## src/rtl/if_fetch_unit_if.sv

```systemverilog
// Fetch-stage bundle: instruction memory request/response channel,
// redirect/halt controls from later stages, and the packet handed to decode.
interface if_fetch_unit_if #(
  parameter int ADDR_WIDTH = 64
);
  logic                  imem_req_valid;
  logic                  imem_req_ready;
  logic [ADDR_WIDTH-1:0] imem_req_addr;
  logic                  imem_rsp_valid;
  logic [31:0]           imem_rsp_data;
  logic                  redirect_valid;
  logic [ADDR_WIDTH-1:0] redirect_pc;
  logic                  halt;
  logic                  id_ready;
  logic                  if_valid;
  logic [31:0]           if_inst;
  logic [ADDR_WIDTH-1:0] if_pc;
  logic [ADDR_WIDTH-1:0] if_npc;

  // Fetch unit side
  modport master (
    output imem_req_valid, imem_req_addr,
    output if_valid, if_inst, if_pc, if_npc,
    input  imem_req_ready, imem_rsp_valid, imem_rsp_data,
    input  redirect_valid, redirect_pc, halt, id_ready
  );

  // Memory / pipeline side
  modport slave (
    input  imem_req_valid, imem_req_addr,
    input  if_valid, if_inst, if_pc, if_npc,
    output imem_req_ready, imem_rsp_valid, imem_rsp_data,
    output redirect_valid, redirect_pc, halt, id_ready
  );
endinterface

```

## src/rtl/if_fetch_unit.sv

```systemverilog
// Instruction fetch stage: owns the PC, keeps at most one word fetch in
// flight, and buffers returned instructions in a small FIFO for decode.
module if_fetch_unit #(
  parameter int                    ADDR_WIDTH = 64,
  parameter logic [ADDR_WIDTH-1:0] RESET_PC   = ADDR_WIDTH'(64'h0000_0000_8000_0000),
  parameter int                    FIFO_DEPTH = 2
) (
  input logic              clk,
  input logic              rst_n,
  if_fetch_unit_if.master  fu
);
  localparam int PTR_W = (FIFO_DEPTH > 1) ? $clog2(FIFO_DEPTH) : 1;
  localparam int CNT_W = PTR_W + 1;

  typedef enum logic [1:0] {S_FETCH, S_WAIT, S_HALTED} state_t;

  typedef struct packed {
    logic [31:0]           inst;
    logic [ADDR_WIDTH-1:0] pc;
  } fq_entry_t;

  state_t                state_q, state_d;
  logic [ADDR_WIDTH-1:0] pc_q, pc_d, req_pc_q;
  logic                  drop_q, drop_d;
  logic                  halt_q;

  fq_entry_t [FIFO_DEPTH-1:0] fq_mem;
  logic [PTR_W-1:0]           rd_ptr_q, wr_ptr_q;
  logic [CNT_W-1:0]           cnt_q;
  fq_entry_t                  head;

  logic                  halt_any, redir, req_valid, req_fire, rsp_fire, push, pop;
  logic [ADDR_WIDTH-1:0] redir_pc_al;
  logic                  unused_redir_lo;

  assign halt_any    = fu.halt | halt_q;
  assign redir       = fu.redirect_valid;
  assign redir_pc_al = {fu.redirect_pc[ADDR_WIDTH-1:2], 2'b00};
  assign unused_redir_lo = ^fu.redirect_pc[1:0];

  // Issue only from FETCH with a free FIFO slot reserved for the response;
  // held quiet while reset is asserted.
  assign req_valid = rst_n && (state_q == S_FETCH) && (cnt_q < CNT_W'(FIFO_DEPTH))
                     && !redir && !halt_any;
  assign req_fire  = req_valid && fu.imem_req_ready;
  // Responses outside WAIT (e.g. stragglers across a reset) are ignored.
  assign rsp_fire  = (state_q == S_WAIT) && fu.imem_rsp_valid;
  // Redirect wins over both ends of the FIFO: it flushes everything.
  assign push      = rsp_fire && !drop_q && !redir;
  assign pop       = (cnt_q != '0) && fu.id_ready && !redir;

  assign fu.imem_req_valid = req_valid;
  assign fu.imem_req_addr  = pc_q;

  assign head        = fq_mem[rd_ptr_q];
  assign fu.if_valid = (cnt_q != '0);
  assign fu.if_inst  = fu.if_valid ? head.inst : '0;
  assign fu.if_pc    = fu.if_valid ? head.pc   : '0;
  assign fu.if_npc   = fu.if_pc + ADDR_WIDTH'(4);

  // Next-state, next-PC and drop-flag logic
  always_comb begin
    state_d = state_q;
    pc_d    = pc_q;
    drop_d  = drop_q;
    if (redir)         pc_d = redir_pc_al;
    else if (req_fire) pc_d = pc_q + ADDR_WIDTH'(4);
    case (state_q)
      S_FETCH: begin
        if (req_fire)      state_d = S_WAIT;
        else if (halt_any) state_d = S_HALTED;
      end
      S_WAIT: begin
        if (fu.imem_rsp_valid) begin
          drop_d  = 1'b0;
          state_d = halt_any ? S_HALTED : S_FETCH;
        end else if (redir) begin
          // Response still in flight belongs to the old path.
          drop_d = 1'b1;
        end
      end
      S_HALTED: state_d = S_HALTED;
      default:  state_d = S_FETCH;
    endcase
  end

  // Control state registers
  always_ff @(posedge clk or negedge rst_n) begin
    if (!rst_n) begin
      state_q  <= S_FETCH;
      pc_q     <= RESET_PC;
      req_pc_q <= '0;
      drop_q   <= 1'b0;
      halt_q   <= 1'b0;
    end else begin
      state_q <= state_d;
      pc_q    <= pc_d;
      drop_q  <= drop_d;
      if (req_fire) req_pc_q <= pc_q;
      if (fu.halt)  halt_q   <= 1'b1;
    end
  end

  // FIFO pointers and occupancy
  always_ff @(posedge clk or negedge rst_n) begin
    if (!rst_n) begin
      rd_ptr_q <= '0;
      wr_ptr_q <= '0;
      cnt_q    <= '0;
    end else if (redir) begin
      rd_ptr_q <= '0;
      wr_ptr_q <= '0;
      cnt_q    <= '0;
    end else begin
      if (push) wr_ptr_q <= wr_ptr_q + PTR_W'(1);
      if (pop)  rd_ptr_q <= rd_ptr_q + PTR_W'(1);
      cnt_q <= cnt_q + CNT_W'(push) - CNT_W'(pop);
    end
  end

  // FIFO storage; contents are only observed through the valid-gated head
  always_ff @(posedge clk) begin
    if (push) fq_mem[wr_ptr_q] <= '{inst: fu.imem_rsp_data, pc: req_pc_q};
  end
endmodule

```

## src/flat_wrapper.sv

```systemverilog
// flat-port wrapper written by rule: the top's interface ports become plain ports
module if_fetch_unit_flat 
#(
  parameter int                    ADDR_WIDTH = 64,
  parameter logic [ADDR_WIDTH-1:0] RESET_PC   = ADDR_WIDTH'(64'h0000_0000_8000_0000),
  parameter int                    FIFO_DEPTH = 2
)
  (clk, rst_n, fu_imem_req_valid, fu_imem_req_addr, fu_if_valid, fu_if_inst, fu_if_pc, fu_if_npc, fu_imem_req_ready, fu_imem_rsp_valid, fu_imem_rsp_data, fu_redirect_valid, fu_redirect_pc, fu_halt, fu_id_ready);
  if_fetch_unit_if #(.ADDR_WIDTH(ADDR_WIDTH)) fu_i ();
  input logic clk;
  input logic rst_n;
  output wire logic [$bits(fu_i.imem_req_valid)-1:0] fu_imem_req_valid;
  output wire logic [$bits(fu_i.imem_req_addr)-1:0] fu_imem_req_addr;
  output wire logic [$bits(fu_i.if_valid)-1:0] fu_if_valid;
  output wire logic [$bits(fu_i.if_inst)-1:0] fu_if_inst;
  output wire logic [$bits(fu_i.if_pc)-1:0] fu_if_pc;
  output wire logic [$bits(fu_i.if_npc)-1:0] fu_if_npc;
  input wire logic [$bits(fu_i.imem_req_ready)-1:0] fu_imem_req_ready;
  input wire logic [$bits(fu_i.imem_rsp_valid)-1:0] fu_imem_rsp_valid;
  input wire logic [$bits(fu_i.imem_rsp_data)-1:0] fu_imem_rsp_data;
  input wire logic [$bits(fu_i.redirect_valid)-1:0] fu_redirect_valid;
  input wire logic [$bits(fu_i.redirect_pc)-1:0] fu_redirect_pc;
  input wire logic [$bits(fu_i.halt)-1:0] fu_halt;
  input wire logic [$bits(fu_i.id_ready)-1:0] fu_id_ready;
  assign fu_imem_req_valid = fu_i.imem_req_valid;
  assign fu_imem_req_addr = fu_i.imem_req_addr;
  assign fu_if_valid = fu_i.if_valid;
  assign fu_if_inst = fu_i.if_inst;
  assign fu_if_pc = fu_i.if_pc;
  assign fu_if_npc = fu_i.if_npc;
  assign fu_i.imem_req_ready = fu_imem_req_ready;
  assign fu_i.imem_rsp_valid = fu_imem_rsp_valid;
  assign fu_i.imem_rsp_data = fu_imem_rsp_data;
  assign fu_i.redirect_valid = fu_redirect_valid;
  assign fu_i.redirect_pc = fu_redirect_pc;
  assign fu_i.halt = fu_halt;
  assign fu_i.id_ready = fu_id_ready;
  if_fetch_unit #(.ADDR_WIDTH(ADDR_WIDTH), .RESET_PC(RESET_PC), .FIFO_DEPTH(FIFO_DEPTH)) u_core (.clk(clk), .rst_n(rst_n), .fu(fu_i));
endmodule
```

## config.mk

```make
export PLATFORM = sky130hd
export DESIGN_NAME = if_fetch_unit_flat
export DESIGN_NICKNAME = d
export VERILOG_FILES = /design/src/rtl/if_fetch_unit_if.sv /design/src/rtl/if_fetch_unit.sv /design/src/flat_wrapper.sv
export SDC_FILE = /design/constraint.sdc
export NUM_CORES = 1
export LEC_CHECK = 0
export CAP_MARGIN = 10
export CORE_ASPECT_RATIO = 1.25
export CORE_UTILIZATION = 47
export DETAILED_ROUTE_END_ITERATION = 12
export PLACE_DENSITY = 0.88
export SYNTH_ARGS = -nofsm -noshare
export SYNTH_HDL_FRONTEND = slang
export SYNTH_SLANG_ARGS = --single-unit
```

## constraint.sdc

```tcl
create_clock -name clk -period 10.4 [get_ports clk]
set_input_delay 2.08 -clock clk [delete_from_list [all_inputs] [get_ports clk]]
set_output_delay 2.08 -clock clk [all_outputs]
set_load 0.005 [all_outputs]
```

=== Word level (Yosys, flattened, before mapping) ===
Index checks and enable logic that the tools add are counted.

* Equality and inequality tests: 4
* Order comparisons: 4
* Muxes and demuxes: 21
* Reductions and logical operators: 22
* Bitwise gates (word level): 1
* Add/subtract/negate cells: 6

{| class="wikitable"
|+ Operator list
! cell !! count
|-
| $mux 96 || 3
|-
| $bwmux 192 || 1
|-
| $mux 64 || 3
|-
| $add 64x3->64 const B || 2
|-
| $demux 96 s1 || 1
|-
| $mux 32 || 1
|-
| $logic_and 1x1->1 || 11
|-
| $mux 2 || 5
|-
| $reduce_bool 2->1 || 5
|-
| $mux 1 || 6
|-
| $pmux 2 s3 || 1
|-
| $lt 1x2->1 const B || 2
|-
| $reduce_and 2->1 || 2
|-
| $logic_not 1->1 || 3
|-
| $ne 3x1->1 const B || 1
|-
| $add 1x1->1 const B || 2
|-
| $add 2x1->2 || 1
|-
| $eq 2x1->1 const B || 1
|-
| $eq 2x2->1 const B || 1
|-
| $logic_not 2->1 || 1
|-
| $lt 2x2->1 const B || 1
|-
| $ne 2x2->1 const B || 1
|-
| $sub 2x1->2 || 1
|-
| $ge 1x1->1 const B || 1
|-
| $or 1x1->1 || 1
|}

* Input port bits: 103
* Logic and storage cells: 70
* Register bits after elaboration: 328
* Output and inout port bits: 226

=== Logic depth before layout (Yosys ltp) ===
Gate-level depths: netlist of run 1.

* Word-level depth: 8
* Gate-level depth with buffers: 14
* Mapped depth without buffers: 9

=== Least setup slack after synthesis of run 1 ===
Ideal clock, no wire load.

* Kind: input to register
* From: input fu_redirect_valid
* To: register u_core.fq_mem[10] (netlist bit) (enable)
* Required time: 9623 ps
* Slack: -1828 ps
* Library setup time: 777 ps
* Arrival: 11450 ps
* Cell stages on the path: 3
* Path through: clkbuf_1 > clkbuf_1 > nor4_1

* Word-level cells in the longest chain between the ends: 2

{| class="wikitable"
|+ Ends and longest elaborated chain
! what !! line !! RTL
|-
| from (decl) || flat_wrapper.sv:21 || <nowiki>input wire logic [$bits(fu_i.redirect_valid)-1:0] fu_redirect_valid;</nowiki>
|-
| $logic_not 1->1 || if_fetch_unit.sv:49 || <nowiki>assign push = rsp_fire && !drop_q && !redir;</nowiki>
|-
| $logic_and 1x1->1 || if_fetch_unit.sv:49 ||
|-
| to (signal, indexed assignment) || if_fetch_unit.sv:123 || <nowiki>if (push) fq_mem[wr_ptr_q] <= '{inst: fu.imem_rsp_data, pc: req_pc_q};</nowiki>
|-
| to (decl) || if_fetch_unit.sv:27 || <nowiki>fq_entry_t [FIFO_DEPTH-1:0] fq_mem;</nowiki>
|}

Every way passes these cells.
A chain may end at the register's enable or synchronous reset.

=== Worst setup path in the final report of run 1 ===
* From: register u_core.rd_ptr_q
* To: output fu_if_npc[61]

* Word-level cells in the longest chain between the ends: 4

{| class="wikitable"
|+ Ends and longest elaborated chain
! what !! line !! RTL
|-
| from (decl) || if_fetch_unit.sv:28 || <nowiki>logic [PTR_W-1:0] rd_ptr_q, wr_ptr_q;</nowiki>
|-
| from (signal assigned) || if_fetch_unit.sv:116 || <nowiki>if (pop) rd_ptr_q <= rd_ptr_q + PTR_W'(1);</nowiki>
|-
| $mux 96 (not written as such) (2 in a row) || if_fetch_unit.sv:55 || <nowiki>assign head = fq_mem[rd_ptr_q];</nowiki>
|-
| $mux 64 || if_fetch_unit.sv:58 || <nowiki>assign fu.if_pc = fu.if_valid ? head.pc : '0;</nowiki>
|-
| $add 64x3->64 || if_fetch_unit.sv:59 || <nowiki>assign fu.if_npc = fu.if_pc + ADDR_WIDTH'(4);</nowiki>
|-
| to (decl) || flat_wrapper.sv:17 || <nowiki>output wire logic [$bits(fu_i.if_npc)-1:0] fu_if_npc;</nowiki>
|}

Every way passes these cells. The select of a mux whose other input is x is not followed.

==> flow_summary_export.csv, run 1 <==
group,metric,value,unit
cts,postCtsSetupBuffers,0,
critical_path,path_delay_family,"buffers and inverters",
yosys,synth_cell_type_count,72,
cts,clkTransAtPathRegs,0.07,ns
floorplanning,die_w,165,µm
cts,ctsHoldBuffers,0,
detailed_routing,drt-total-wl,42400,µm
critical_path,crit_path_top_delay_cell,"dfrtp_4",
detailed_routing,postRouteAntennaNets,0,
global_route,grt_max_degree,82,
critical_path,r2r_cells,7,
power,seqPwrFrac,53.1,%
cts,cts_buffers,30,
floorplanning,dieHeight,205,µm
critical_path,max_stage_delay,1.08,ns
critical_path,crit_fanout,77,
global_route,grt.total_usage,24.7,%
sta,setup_viol,0,
power,p_int,2.08,mW
yosys,yosysWarnings,0,
cts,ctsRootBufferMaster,"clkbuf_16",
global_route,antenna_found_initial,1,
detailed_routing,drtIter0Drc,1163,
floorplanning,io_pins,329,
sta,tns,0,ns
power,clkPwrFrac,41.1,%
place,dp_hpwl,30400,µm
yosys,synthCells,1432,
critical_path,cp-end-kind,"primary output",
yosys,synthesis.area,0.0155,mm²
place,portBuffers,320,
detailed_routing,drc_errors,0,
critical_path,startpoint_type,"register",
sta,layout_min_cycle_time,7.40,ns
power,p_switching,566,µW
cts,worstSkewPairLatency,0.55,ns
detailed_routing,vias_per_cell,5.69,
final_layout,num-nets-final,1823,
critical_path,reg2reg_from,"u_core.state_q[1]",
detailed_routing,vias,12300,
sta,rsz0062_at_grt,"no",
critical_path,path_cells,"buf_4 -> mux2i_1 -> a211oi_2 -> nand3_1 -> nor4_2 -> nand4_1 -> xnor2_1 -> clkdlybuf4s50_1",
power,ir_drop,0.131,mV
yosys,synth_flop_cell,"edfxtp_1",
floorplanning,initial_core_util,47.7,%
global_route,grt_overflow,0,
sta,worst_hold_slack,0.473,ns
yosys,async_reset_ff_share,41.3,%
critical_path,worst_ep_required_time,8.32,ns
sta,fin_ws,3.00,ns
sta,worst_pin_slew,1.04,ns
critical_path,path_buf_inv,2,
power,switching_share,21.4,%
sta,slew_headroom,30.9,%
min_path,min_path_type,"reg -> reg",
yosys,ys_seq_area_share,57.6,%
critical_path,arrival,5.32,ns
critical_path,reg2reg_to,"u_core.fu.imem_req_addr[21]",
yosys,ys_ff_latch,320,
place,pre_cts_ws,3.62,ns
global_route,grt_pass1_vias,11800,
sta,final_hold_viol_count,0,
cts,cts_tree,"built",
sta,fmax,0.135,GHz
place,place_congestion,0.870,
sta,skew,0.0113,ns
power,p_per_area,133,mW/mm²
sta,post-route-period-util,71.2,%
job,maxCapViolations,0,
power,power_leakage,7.42,nW
floorplanning,core-area,0.0326,mm²
sta,slew_violations,0,
global_route,grt_pass1_wl,65300,µm
detailed_routing,dr.pass1.iters,5,
floorplanning,die_area,0.0338,mm²
cts,clock-sinks,320,
detailed_routing,wire_per_inst,19.6,µm
final_layout,drive_gt1_share,6.15,%
final_layout,syn_to_final_growth,28.5,%
yosys,avgSynthCellArea,10.9,µm²
status,outcome,"finished, final reports clean",
cts,clk_path_buf_depth,3,
critical_path,r2r_slack,6.99,ns
final_layout,final_core_util,61.3,%
cts,ctsHtreeMaxLevel,1,
critical_path,cp.depth,8,
critical_path,criticalPathCategory,"reg -> out",
floorplanning,fp-row-count,74,
critical_path,cp-endpoint,"fu_if_npc[61]",
yosys,synth_edf_count,188,
critical_path,startpoint,"u_core.rd_ptr_q",
final_layout,n_antenna_cell,0,
cts,ctsResizeCount,0,
power,p_comb_share,5.8,%
power by group through the flow:
stage          clock network, mW  registers, mW  logic [mW]
2_1_floorplan                  0           1.42      0.0478
3_3_place_gp                   0           1.43       0.150
3_5_place_dp                   0           1.43       0.154
4_1_cts                     1.10           1.40       0.155
5_1_grt                     1.16           1.41       0.167
6_report                    1.09           1.41       0.154
flip-flops by register name (all words and copies together) (netlist names):
name	flops
u_core.fq_mem	188
u_core.fu.imem_req_addr	62
u_core.req_pc_q	62
u_core.cnt_q	2
u_core.state_q	2
u_core.drop_q	1
u_core.halt_q	1
u_core.rd_ptr_q	1
u_core.wr_ptr_q	1
how the worst min path moves through the flow:
stage / endpoint / start / depth (start not counted)
after floorplan: u_core.halt_q / u_core.halt_q / 1
after global placement: u_core.fq_mem[45] / u_core.req_pc_q[45] / 0
after detailed placement: u_core.fq_mem[141] / u_core.req_pc_q[45] / 0
after CTS: u_core.fq_mem[141] / u_core.req_pc_q[45] / 0
after global routing: u_core.fq_mem[156] / u_core.req_pc_q[60] / 0
final: u_core.fq_mem[141] / u_core.req_pc_q[45] / 0
routing by layer:
metal  track usage (%)  part of all wire (%)  vias to the layer above
li1                  -                     -                     5737
met2              41.8                    49                      564
met5                 0                 0.026                        -
met1              32.1                    41                     5890
met3              3.89                   7.3                       85
met4              8.13                   2.9                        2
through the flow:
| step | instance area, µm² | total power [mW] | instances |
|---|---|---|---|
| 2_1_floorplan | 15600 | 1.47 | 1437 |
| 3_3_place_gp | 19000 | 1.58 | 2103 |
| 3_5_place_dp | 19000 | 1.58 | 2103 |
| 4_1_cts | 20000 | 2.66 | 2159 |
| 5_1_grt | 20000 | 2.73 | 2159 |
| 6_report | 20000 | 2.65 | 2159 |
cells in the mapped netlist, types with 15 or more instances:
cell      count  share of area [%]
xor2_1       26                1.5
o211ai_1     20               0.97
a21oi_1      16               0.52
inv_1        18               0.43
nand4_1      43                1.7
clkbuf_1     33               0.80
mux2i_1      91                5.9
buf_2        19               0.61
buf_4        15               0.72
o21ai_0      50                1.6
nand2_1     284                6.9
nand3_1      78                2.5
nand3b_1     16               0.77
and3_1       16               0.64
dfrtp_1     131                 21
nor3_1       24               0.77
nor2_1      133                3.2
edfxtp_1    188                 36
xnor2_1      49                2.8
area by class of cell:
type	count	area (µm²)
Clock buffer	40	820
Clock inverter	16	169
Fill cell	2535	12600
Inverter	18	67.6
Multi-Input combinational cell	1016	6150
Sequential cell	320	8950
Tap cell	418	523
Timing Repair Buffer	331	3280
cells by family (layout without fill, tap and decap cells):
group                    after synthesis  count (layout)  share of synthesized area (%)
AO/OA/AOI/OAI                        166             166                           7.63
XOR/XNOR                              75              75                           4.23
adder cells (fa/ha/maj)                3               3                          0.242
buffers and inverters                101             405                           3.20
flip-flops                           320             320                           57.6
multiplexers                          91              91                           5.86
other                                  1               6                         0.0241
AND/OR/NAND/NOR                      675             675                           21.2
cell usage in the layout, fill, tap and decap left out, types with 31 or more instances in the layout:
| master | synthesis | final |
|---|---|---|
| mux2i_1 | 91 | 91 |
| nor2_1 | 133 | 131 |
| clkdlybuf4s50_1 | 0 | 318 |
| o21ai_0 | 50 | 50 |
| clkbuf_16 | 0 | 31 |
| nand2_1 | 284 | 284 |
| nand3_1 | 78 | 77 |
| dfrtp_1 | 131 | 130 |
| edfxtp_1 | 188 | 188 |
| xnor2_1 | 49 | 49 |
| nand4_1 | 43 | 43 |
Power figures use the tool's default switching activity.
==> run 2: changes to the inputs <==
Clock period 10.4 ns to 6.3 ns, I/O delays scaled along.
==> run 2 against run 1 <==
Sequential share of layout area fell by 0.13 points; largest cell class unchanged; largest power group unchanged; die area did not move; hold slack barely moved; final cell count rose by 0.19%.
==> flow_summary_export.csv, run 2 (synthesis gave the netlist of run 1 again) <==
group,metric,value,unit
critical_path,cp-endpoint,"fu_if_npc[63]",
critical_path,cp-end-kind,"primary output",
final_layout,design_area,0.0200,mm²
place,postPlaceCellArea,0.0190,mm²
final_layout,n_fill_cell,2578,
place,place_congestion,0.906,
power,ir_drop,0.162,mV
critical_path,r2r_slack,3.22,ns
critical_path,arrival,4.52,ns
cts,clock-sinks,320,
critical_path,r2r_cells,6,
global_route,grt_max_degree,98,
cts,worstSkewPairLatency,0.56,ns
sta,slew_headroom,40.3,%
global_route,grt_overflow,0,
global_route,grt_pass1_wl,64900,µm
sta,setup_viol,0,
cts,ctsResizeCount,0,
final_layout,drive_gt1_share,6.42,%
cts,ctsRootBufferMaster,"clkbuf_16",
final_layout,num-nets-final,1826,
detailed_routing,dr.pass1.iters,5,
critical_path,startpoint,"u_core.rd_ptr_q",
global_route,met1_usage,32.8,%
sta,worst_pin_slew,0.894,ns
sta,final_hold_viol_count,0,
detailed_routing,postRouteAntennaNets,0,
detailed_routing,wire_per_inst,19.3,µm
critical_path,criticalPathCategory,"reg -> out",
final_layout,largest_reg_flops,188,
detailed_routing,vias_per_cell,5.71,
global_route,grt_pass1_vias,11800,
power,power_leakage,7.46,nW
sta,tns,0,ns
critical_path,reg2reg_to,"u_core.fu.imem_req_addr[53]",
global_route,grt.total_usage,24.6,%
sta,slew_violations,0,
cts,ctsHtreeMaxLevel,1,
floorplanning,dieHeight,205,µm
sta,skew,0.0141,ns
cts,ctsHoldBuffers,0,
floorplanning,io_pins,329,
global_route,use_met2,40.4,%
cts,clk_path_buf_depth,3,
job,maxCapViolations,0,
detailed_routing,drc_errors,0,
final_layout,final_core_util,61.5,%
global_route,use_met3,3.35,%
floorplanning,die_w,165,µm
critical_path,startpoint_type,"register",
final_layout,mostFrequentLayoutCells,"318 x clkdlybuf4s50_1, 284 x nand2_1, 188 x edfxtp_1, 131 x nor2_1, 130 x dfrtp_1",
status,outcome,"finished, final reports clean",
min_path,min_path_type,"reg -> reg",
sta,fmax,0.173,GHz
critical_path,crit_fanout,66,
detailed_routing,drtIter0Drc,1186,
floorplanning,fp-row-count,74,
sta,post-route-period-util,91.7,%
floorplanning,die_area,0.0338,mm²
floorplanning,core-area,0.0326,mm²
place,portBuffers,320,
detailed_routing,vias,12300,
global_route,grt-busiest-layer,"met2",
cts,cts_tree,"built",
place,dp_hpwl,30300,µm
critical_path,reg2reg_from,"u_core.fu.imem_req_addr[38]",
final_layout,mostFrequentLayoutCell,"clkdlybuf4s50_1",
final_layout,regMostFlops,"u_core.fq_mem",
floorplanning,initial_core_util,47.7,%
sta,rsz0062_at_grt,"no",
cts,clkTransAtPathRegs,0.06,ns
cts,cts_buffers,30,
cts,postCtsSetupBuffers,0,
power,p_per_area,219,mW/mm²
global_route,antenna_found_initial,1,
sta,layout_min_cycle_time,5.78,ns
final_layout,syn_to_final_growth,28.9,%
detailed_routing,drt-total-wl,41800,µm
critical_path,worst_ep_required_time,5.04,ns
==> run 2: where the power goes <==
| group | internal (mW) | switching, mW |
|---|---|---|
| logic | 0.149 | 0.107 |
| registers | 2.25 | 0.0732 |
| clock network | 1.06 | 0.759 |
==> run 2: worst min path at each step <==
stage | start | end | slack (ns) | depth (start not counted)
after floorplan | u_core.halt_q | u_core.halt_q | 0.44 | 1
after global placement | u_core.req_pc_q[9] | u_core.fq_mem[105] | 0.45 | 0
after detailed placement | u_core.req_pc_q[10] | u_core.fq_mem[106] | 0.46 | 0
after CTS | u_core.req_pc_q[45] | u_core.fq_mem[45] | 0.47 | 0
after global routing | u_core.req_pc_q[60] | u_core.fq_mem[156] | 0.48 | 0
final | u_core.req_pc_q[10] | u_core.fq_mem[106] | 0.47 | 0
==> run 2: layout make-up <==
cell class / instances / area (µm²) / area share (%)
repair buffers: 334 / 3320 / 16.6
diodes: 1 / 2.50 / 0.0125
clock inverters: 12 / 129 / 0.643
well taps: 418 / 523 / 2.61
flip-flops and latches: 320 / 8950 / 44.7
clock buffers: 44 / 882 / 4.40
inverters: 18 / 67.6 / 0.337
multi-input cells: 1016 / 6150 / 30.7
==> run 2: per-layer routing <==
metal	part of all wire, %	wire length, µm
met5	0	0
met4	3.3	1360
met2	49	20400
met1	41	17200
met3	6.6	2780
==> run 2: stage by stage <==
step	hold slack [ns]	std cells	power, mW	setup slack (ns)
floorplan	0.441	1437	2.42	1.06
global placement	0.450	2106	2.61	1.16
detailed placement	0.457	2106	2.62	1.11
CTS	0.472	2162	4.42	0.504
global route	0.480	2163	4.54	0.161
finish	0.472	2163	4.39	0.522
==> run 2: critical path, stage by stage (launching register included) <==
cell             delay, ns
dfrtp_4               0.94
buf_4                 0.71
mux2i_1               0.33
a211oi_1              0.36
nand3_1               0.26
nor3_1                0.46
nand4_1               0.18
xnor2_1               0.19
clkdlybuf4s50_1       0.52
==> run 3: changes to the inputs <==
Settings changed: SKIP_CTS_REPAIR_TIMING set to 1.
Clock period 6.3 ns to 5.2 ns, I/O delays scaled along.
==> run 3 against run 2 <==
Global-route usage grew 0.19 points; critical endpoint is now fu_if_npc[60]; highest routed layer unchanged; final cell count rose by 0.65%; count of clock-buffer cells in the layout fell by 6; core utilization rose by 0.49 points; largest power group unchanged.
==> flow_summary_export.csv, run 3 (synthesis gave the netlist of run 1 again) <==
group,metric,value,unit
cts,clkTransAtPathRegs,0.06,ns
cts,cts_tree,"built",
critical_path,arrival,4.01,ns
detailed_routing,postRouteAntennaNets,0,
detailed_routing,wire_per_inst,19.5,µm
cts,worstSkewPairLatency,0.58,ns
global_route,grt_pass1_vias,12000,
critical_path,cp-end-kind,"primary output",
detailed_routing,drc_errors,0,
critical_path,path_cells,"buf_16 -> nand3b_1 -> a211oi_2 -> buf_4 -> nand4_1 -> nor4_2 -> buf_4 -> nand4_1 -> xnor2_1 -> clkdlybuf4s50_1",
min_path,min_path_type,"reg -> reg",
sta,fmax,0.198,GHz
cts,ctsHtreeMaxLevel,1,
floorplanning,die_w,165,µm
critical_path,criticalPathCategory,"reg -> out",
final_layout,regMostFlops,"u_core.fq_mem",
final_layout,design_area,0.0202,mm²
floorplanning,core-area,0.0326,mm²
detailed_routing,drtIter0Drc,1109,
sta,skew,0.0257,ns
final_layout,num-nets-final,1840,
global_route,antenna_found_initial,1,
sta,post-route-period-util,97.1,%
global_route,grt.total_usage,24.8,%
place,portBuffers,320,
sta,tns,0,ns
sta,rsz0062_at_grt,"no",
floorplanning,io_pins,329,
floorplanning,die_area,0.0338,mm²
global_route,grt_pass1_wl,65300,µm
sta,final_hold_viol_count,0,
sta,slew_headroom,40.1,%
cts,clock-sinks,320,
place,postPlaceCellArea,0.0191,mm²
cts,clk_path_buf_depth,3,
critical_path,crit_path_top_delay_cell,"dfrtp_4",
critical_path,r2r_cells,11,
cts,cts_buffers,31,
final_layout,mostFrequentLayoutCells,"318 x clkdlybuf4s50_1, 284 x nand2_1, 188 x edfxtp_1, 131 x nor2_1, 130 x dfrtp_1",
critical_path,max_stage_delay,0.65,ns
detailed_routing,vias_per_cell,5.73,
final_layout,drive_gt1_share,7.57,%
floorplanning,fp-row-count,74,
detailed_routing,dr.pass1.iters,5,
final_layout,mostFrequentLayoutCell,"clkdlybuf4s50_1",
power,p_per_area,262,mW/mm²
floorplanning,dieHeight,205,µm
sta,layout_min_cycle_time,5.05,ns
detailed_routing,vias,12500,
floorplanning,initial_core_util,47.7,%
detailed_routing,drt-total-wl,42500,µm
final_layout,final_core_util,61.9,%
global_route,grt_max_degree,95,
cts,ctsRootBufferMaster,"clkbuf_16",
critical_path,startpoint_type,"register",
final_layout,syn_to_final_growth,29.9,%
place,dp_hpwl,30500,µm
power,power_leakage,7.54,nW
job,maxCapViolations,0,
min_path,hold_depth,0,
critical_path,worst_ep_required_time,4.16,ns
critical_path,crit_fanout,23,
place,place_congestion,0.917,
global_route,grt_overflow,0,
sta,worst_pin_slew,0.898,ns
power,ir_drop,0.221,mV
sta,slew_violations,0,
status,outcome,"finished, final reports clean",
final_layout,largest_reg_flops,188,
sta,setup_viol,0,
-- run 3: cell count changes in the layout (fill, tap and decap cells not counted), sizes merged --
| cell | delta |
|---|---|
| inv | +1 |
| buf | +13 |
| bufinv | -2 |
| clkbuf | -6 |
| clkinv | +5 |
| clkinvlp | +3 |
-- run 3: report_power, final --
part | leakage [nW] | switching, mW | internal, mW
logic | 3.37 | 0.130 | 0.181
clock network | 0.483 | 0.976 | 1.19
registers | 3.69 | 0.0855 | 2.73
-- run 3: area by class of cell --
type	instances	area [µm²]
fill	2489	12400
sequential	320	8950
multi-input combinational	1016	6160
timing repair buffer	347	3490
clock buffer	38	863
tap	418	523
clock inverter	19	128
inverter	18	67.6
antenna	1	2.50
-- run 3: per-stage QoR --
step	std cells	total power [mW]	setup slack, ns	hold WS, ns
floorplan	1437	2.93	0.179	0.441
global placement	2115	3.16	0.726	0.449
detailed placement	2115	3.17	0.633	0.455
CTS	2172	5.31	0.0303	0.467
global route	2177	5.45	0.0223	0.484
finish	2177	5.28	0.150	0.452
-- run 3: final timing paths --
| kind | startpoint | end | slack [ns] |
|---|---|---|---|
| setup / recovery | u_core.rd_ptr_q | fu_if_npc[60] | 0.15 |
| hold / removal | u_core.req_pc_q[35] | u_core.fq_mem[131] | 0.45 |
| setup reg to reg | u_core.cnt_q[1] | u_core.cnt_q[1] | 2.16 |
| hold reg to reg | u_core.req_pc_q[35] | u_core.fq_mem[131] | 0.45 |
| max in group asynchronous | rst_n | u_core.rd_ptr_q | 3.06 |
| min in group asynchronous | rst_n | u_core.req_pc_q[57] | 0.66 |
-- run 3: routing by layer --
metal  share of wire, %  up-vias  GRT usage [%]
met5                  0        -              0
met4                3.8        0           11.0
met3                7.6      104           3.39
met2                 48      636           41.2
met1                 40     5967           32.1
li1                   -     5770              -
-- run 3: worst max-delay path, delay by kind of cell (launching register included) --
kind	cells	cell delay (ns)
flip-flops	1	0.65
AND/OR/NAND/NOR	4	0.91
buffers and inverters	4	1.20
AO/OA/AOI/OAI	1	0.47
XOR/XNOR	1	0.20
